==> src/rtl/spi_pkg.sv <==
// Shared definitions for the draw-command SPI link.
// The transmitter and the receiving packet decoder both take their field
// layout from pack_cmd, so the frame format lives only here.
package spi_pkg;

  localparam int unsigned FRAME_BITS = 24;
  localparam logic        HDR_MARK   = 1'b1;

  typedef struct packed {
    logic       brush;
    logic [2:0] color;
    logic [7:0] x;
    logic [7:0] y;
  } draw_cmd_t;

  // Transmitter states, kept as plain constants for older consumers.
  typedef logic [1:0] tx_state_t;
  localparam tx_state_t IDLE  = 2'd0;
  localparam tx_state_t SHIFT = 2'd1;
  localparam tx_state_t HOLD  = 2'd2;
  localparam tx_state_t GAP   = 2'd3;

  // Frame layout: {mark, 3'b000, brush, color} , x , y -- sent MSB first.
  function automatic logic [FRAME_BITS-1:0] pack_cmd(input draw_cmd_t cmd);
    return {HDR_MARK, 3'b000, cmd.brush, cmd.color, cmd.x, cmd.y};
  endfunction

endpackage

==> src/rtl/spi_sck_gen.sv <==
// SPI clock generator: divides clk into sck half-periods of CLK_DIV cycles.
// Ports:
//   clk, reset : system clock, synchronous active-high reset
//   en         : count half-periods; when low the counter and sck are cleared
//   park       : keep sck low at the end of the current half-period
//   sck        : SPI clock, idles low
//   rise_stb   : sck rises on the coming clk edge
//   fall_stb   : sck falls on the coming clk edge
module spi_sck_gen #(
  parameter int unsigned CLK_DIV = 4
) (
  input  logic clk,
  input  logic reset,
  input  logic en,
  input  logic park,
  output logic sck,
  output logic rise_stb,
  output logic fall_stb
);

  localparam int unsigned HP_W = (CLK_DIV > 1) ? $clog2(CLK_DIV) : 1;

  logic [HP_W-1:0] hp_cnt;
  logic            term;

  // Last cycle of the current half-period.
  assign term     = en && (hp_cnt == HP_W'(CLK_DIV - 1));
  assign rise_stb = term && !sck;
  assign fall_stb = term && sck;

  always_ff @(posedge clk) begin
    if (reset || !en) begin
      hp_cnt <= '0;
      sck    <= 1'b0;
    end else if (term) begin
      hp_cnt <= '0;
      sck    <= park ? 1'b0 : ~sck;
    end else begin
      hp_cnt <= hp_cnt + HP_W'(1);
    end
  end

endmodule

==> src/rtl/spi_cmd_tx.sv <==
// SPI mode-0 master transmitter for draw commands.
// One command per valid/ready handshake is packed into a 24-bit frame and
// shifted MSB first on sdi, changing only while sck is low.
// Ports:
//   clk, reset           : system clock, synchronous active-high reset
//   cmd_valid/cmd_ready  : command handshake (ready only in IDLE, not in reset)
//   cmd_brush/color/x/y  : command fields, sampled on the accept edge only
//   sck, sdi, cs_n       : SPI clock (idles low), serial data, chip select
//   busy                 : frame in progress
//   frame_done           : one-cycle pulse on the first cycle after cs_n rises
module spi_cmd_tx
  import spi_pkg::*;
#(
  parameter int unsigned CLK_DIV = 4,
  parameter int unsigned CS_GAP  = 2
) (
  input  logic       clk,
  input  logic       reset,
  input  logic       cmd_valid,
  output logic       cmd_ready,
  input  logic       cmd_brush,
  input  logic [2:0] cmd_color,
  input  logic [7:0] cmd_x,
  input  logic [7:0] cmd_y,
  output logic       sck,
  output logic       sdi,
  output logic       cs_n,
  output logic       busy,
  output logic       frame_done
);

  localparam int unsigned GAP_W = (CS_GAP > 0) ? $clog2(CS_GAP + 1) : 1;

  tx_state_t             state, state_nxt;
  logic [4:0]            bit_cnt, bit_cnt_nxt;
  logic [GAP_W-1:0]      gap_cnt, gap_cnt_nxt;
  logic [FRAME_BITS-1:0] shreg, shreg_nxt;
  logic                  done_nxt;
  logic                  rise_stb, fall_stb;
  draw_cmd_t             cmd_in;

  assign cmd_in    = '{brush: cmd_brush, color: cmd_color, x: cmd_x, y: cmd_y};
  assign cmd_ready = (state == IDLE) && !reset;
  // The shift register MSB is the line; clearing it drives sdi low.
  assign sdi       = shreg[FRAME_BITS-1];

  // HOLD reuses the half-period counter for its low-only stretch.
  spi_sck_gen #(.CLK_DIV(CLK_DIV)) u_sck_gen (
    .clk      (clk),
    .reset    (reset),
    .en       ((state == SHIFT) || (state == HOLD)),
    .park     (state == HOLD),
    .sck      (sck),
    .rise_stb (rise_stb),
    .fall_stb (fall_stb)
  );

  // Next-state and datapath updates.
  always_comb begin
    state_nxt   = state;
    bit_cnt_nxt = bit_cnt;
    gap_cnt_nxt = gap_cnt;
    shreg_nxt   = shreg;
    done_nxt    = 1'b0;
    case (state)
      IDLE: begin
        if (cmd_valid && cmd_ready) begin
          shreg_nxt   = pack_cmd(cmd_in);
          bit_cnt_nxt = 5'(FRAME_BITS - 1);
          state_nxt   = SHIFT;
        end
      end
      SHIFT: begin
        // Falling sck closes a bit; the last one leaves sdi in place for HOLD.
        if (fall_stb) begin
          if (bit_cnt == 5'd0) begin
            state_nxt = HOLD;
          end else begin
            shreg_nxt   = {shreg[FRAME_BITS-2:0], 1'b0};
            bit_cnt_nxt = bit_cnt - 5'd1;
          end
        end
      end
      HOLD: begin
        if (rise_stb) begin
          shreg_nxt = '0;
          done_nxt  = 1'b1;
          // The IDLE cycle in which the next command is taken is the last
          // cs_n-high cycle, so GAP itself lasts one cycle less than CS_GAP.
          if (CS_GAP >= 2) begin
            state_nxt   = GAP;
            gap_cnt_nxt = GAP_W'(CS_GAP - 2);
          end else begin
            state_nxt = IDLE;
          end
        end
      end
      GAP: begin
        if (gap_cnt == '0) state_nxt = IDLE;
        else               gap_cnt_nxt = gap_cnt - GAP_W'(1);
      end
      default: state_nxt = IDLE;
    endcase
  end

  // State and registered outputs.
  always_ff @(posedge clk) begin
    if (reset) begin
      state      <= IDLE;
      bit_cnt    <= '0;
      gap_cnt    <= '0;
      shreg      <= '0;
      cs_n       <= 1'b1;
      busy       <= 1'b0;
      frame_done <= 1'b0;
    end else begin
      state      <= state_nxt;
      bit_cnt    <= bit_cnt_nxt;
      gap_cnt    <= gap_cnt_nxt;
      shreg      <= shreg_nxt;
      cs_n       <= !((state_nxt == SHIFT) || (state_nxt == HOLD));
      busy       <= (state_nxt != IDLE);
      frame_done <= done_nxt;
    end
  end

endmodule
==> config.mk <==
export PLATFORM = sky130hd
export DESIGN_NAME = spi_cmd_tx
export DESIGN_NICKNAME = d
export VERILOG_FILES = /design/src/rtl/spi_pkg.sv /design/src/rtl/spi_sck_gen.sv /design/src/rtl/spi_cmd_tx.sv
export SDC_FILE = /design/constraint.sdc
export NUM_CORES = 1
export LEC_CHECK = 0
export ABC_AREA = 1
export BUFFER_PORTS_ARGS = -buffer_cell sky130_fd_sc_hd__buf_2
export CORE_MARGIN = 4
export CORE_UTILIZATION = 50
export CTS_CLUSTER_SIZE = 10
export DETAILED_ROUTE_END_ITERATION = 8
export HOLD_SLACK_MARGIN = 0.12
export PLACE_DENSITY = 0.76
export SYNTH_ARGS = -nofsm -noshare
export SYNTH_HDL_FRONTEND = slang
export SYNTH_SLANG_ARGS = --single-unit
==> constraint.sdc <==
create_clock -name clk -period 2.75 [get_ports clk]
set_input_delay 0.275 -clock clk [delete_from_list [all_inputs] [get_ports clk]]
set_output_delay 0.275 -clock clk [all_outputs]
set_load 0.005 [all_outputs]
==> out/metrics.csv <==
metric;value;unit
WL/cell;10.1;um
PostCTS Resize Cnt;0;
Post-Layout Cell Count;419;
actual slew at the worst max-slew pin;628;ps
via count of the first global-routing pass;1697;
TritonCTS clock tree;built;
worst slack, placed;704;ps
sequential-to-total area share from yosys stat;37.1;%
Hold Path Class;input port to register;
Peak VDD IR;360;uV
post-synthesis register bit count;39;
number of buffers created by CTS;5;
reg2reg start;state[1];
Crit Path Class;register to register;
Final nets;399;
max cap viols;0;
syn avg cell area;6.11;um2
initial drt markers;75;
final setup vio count;0;
drt via density;4.78;
Boundary Pins;29;
final design utilization;58.6;%
FP Rows;23;
share of layout cells above drive strength 1;11.7;%
final number of hold-violating endpoints;0;
CTS Buffer Depth;2;
RSZ-0062 raised after global routing;no;
Total Wirelength;4210;um
global route total overflow;0;
Mapped Area;2100;um2
cts hold-fix bufs;0;
CP required;2940;ps
pwr dens;738;nW/um2
Synth cell types;23;
Detailed Place HPWL;2830;um
Tmin final;2060;ps
Starting Density;52.2;%
reg2reg setup slack;690;ps
placed insts;411;
RD Place Congestion;0.899;
DRC;0;
drt pass-1 iters;4;
total track usage;17.4;%
PortBufs;28;
Post-Synthesis Cells;344;
total power;0.00174;W
clk_skew;6.90;ps
CP Max Fanout;48;
clk_lat worst skew;300;ps
final max-slew violation count;0;
vias;2002;
ANT nets after route;0;
Area growth, synth to finish;12.3;%
Peak Freq;485;MHz
H-tree Lvls;2;
CP endpoint kind;register;
Worst Hold Depth;5;
Leak;1.23;nW
CTS Sinks;39;
Post-CTS Repair Setup Buffers;0;
initial antenna violation count;0;
Hold Path Sink;shreg[0];
R2R cell count;10;
Crit Reg-Reg Endpoint;shreg[11];
Die H;72.9;um
TNS Setup;0;ps
die footprint;5310;um2
clock-pin transition on the worst setup and hold timing paths;70;ps
arrival time at the worst endpoint;2260;ps
status;finished clean;
crit start category;register;
diode count;0;
post-synth net total;375;
largest net degree at the start of global routing;49;
Final period util;75.1;%
Final Worst Setup Slack;686;ps
Worst Hold Launch;cmd_y[0];
Die X;72.9;um
CTS root buffer;clkbuf_8;
Yosys warning total;0;
Worst slew margin;58.1;%
Core Region;4030;um2
first-pass GRT wire length;7220;um
[layer usage]
metal  wire length, um  global-route usage, %  vias to the layer above
li1                  -                      -                     1093
met1              2010                   20.8                      867
met2              1890                   29.1                       31
met3               205                   3.86                       11
met4               100                   9.22                        0
met5                 0                      0                        -
[layout by cell type (no fill, tap or decap)]
| master | count |
|---|---|
| nand4_1 | 3 |
| o21ai_1 | 1 |
| buf_4 | 5 |
| clkbuf_1 | 1 |
| nand2_1 | 123 |
| nor2_1 | 64 |
| inv_1 | 38 |
| nor2_2 | 1 |
| a31oi_1 | 1 |
| a21oi_2 | 1 |
| ha_1 | 8 |
| nand3_1 | 27 |
| and3_1 | 1 |
| o21ai_0 | 5 |
| a21oi_1 | 12 |
| inv_2 | 1 |
| a21boi_0 | 1 |
| dfxtp_1 | 39 |
| buf_2 | 28 |
| nand3b_1 | 1 |
| nor4_1 | 1 |
| clkbuf_8 | 7 |
[layout make-up]
class / count / area, um2
Fill cell: 415 / 1670
Multi-Input combinational cell: 250 / 1090
Inverter: 39 / 146
Tap cell: 50 / 62.6
Timing Repair Buffer: 33 / 178
Clock buffer: 8 / 100
Sequential cell: 39 / 781
[power breakdown]
group	internal, W	leakage, nW	switching (W)
Clock	0.000229	0.0515	0.000200
Combinational	0.000208	0.859	0.000366
Sequential	0.000679	0.320	0.0000623
[how the worst max path moves through the flow]
stage / startpoint / to / slack (ps)
3_5_place_dp: state[0] / shreg[1] / 700
2_1_floorplan: state[1] / cs_n / 1010
3_3_place_gp: state[0] / shreg[1] / 740
6_report: state[1] / shreg[11] / 690
5_1_grt: state[0] / shreg[17] / 460
4_1_cts: state[0] / shreg[1] / 680
[logic make-up after synthesis]
kind of cell / share of synthesized area, %
and+or+nand+nor: 41.9
buffers and inverters: 10.8
DFF: 37.1
AOI/OAI and AO/OA: 5.35
adders and majority gates: 4.76
[Yosys cell counts]
library cell | instances | area share, %
nand2_1 | 123 | 22
nor2_1 | 64 | 11
dfxtp_1 | 39 | 37
inv_1 | 38 | 6.8
nand3_1 | 27 | 6.4
a21oi_1 | 12 | 2.9
clkbuf_1 | 10 | 1.8
ha_1 | 8 | 4.8
o21ai_0 | 5 | 1.2
nand4_1 | 3 | 0.89
buf_2 | 2 | 0.48
buf_6 | 2 | 1.1
a21boi_0 | 1 | 0.36
a21oi_2 | 1 | 0.42
a31oi_1 | 1 | 0.30
and3_1 | 1 | 0.30
buf_1 | 1 | 0.18
buf_4 | 1 | 0.36
inv_2 | 1 | 0.18
nand3b_1 | 1 | 0.36
nor2_2 | 1 | 0.30
nor4_1 | 1 | 0.30
o21ai_1 | 1 | 0.24
[worst max-delay path, cell delays in order, from the launching register on]
cell and delay, ps:
dfxtp_1 410, inv_1 90, ha_1 320, buf_4 250, nand2_1 100, nand3_1 90, nor2_2 90, buf_4 390
nand2_1 90, nand2_1 80, nor2_1 40
[registers in the layout, summed over array words and instances, names as in the netlist]
name and count:
u_sck_gen.sck 1, u_sck_gen.hp_cnt 2, gap_cnt 2, shreg 24, busy 1, frame_done 1
state 2, cs_n 1, bit_cnt 5
[through the flow]
step	instance area [um2]	hold slack [ps]
3_3_place_gp	2260	410
3_5_place_dp	2260	412
5_1_grt	2360	322
4_1_cts	2360	282
6_report	2360	292
2_1_floorplan	2100	344
Note: power is estimated with default switching activity, not from simulation.
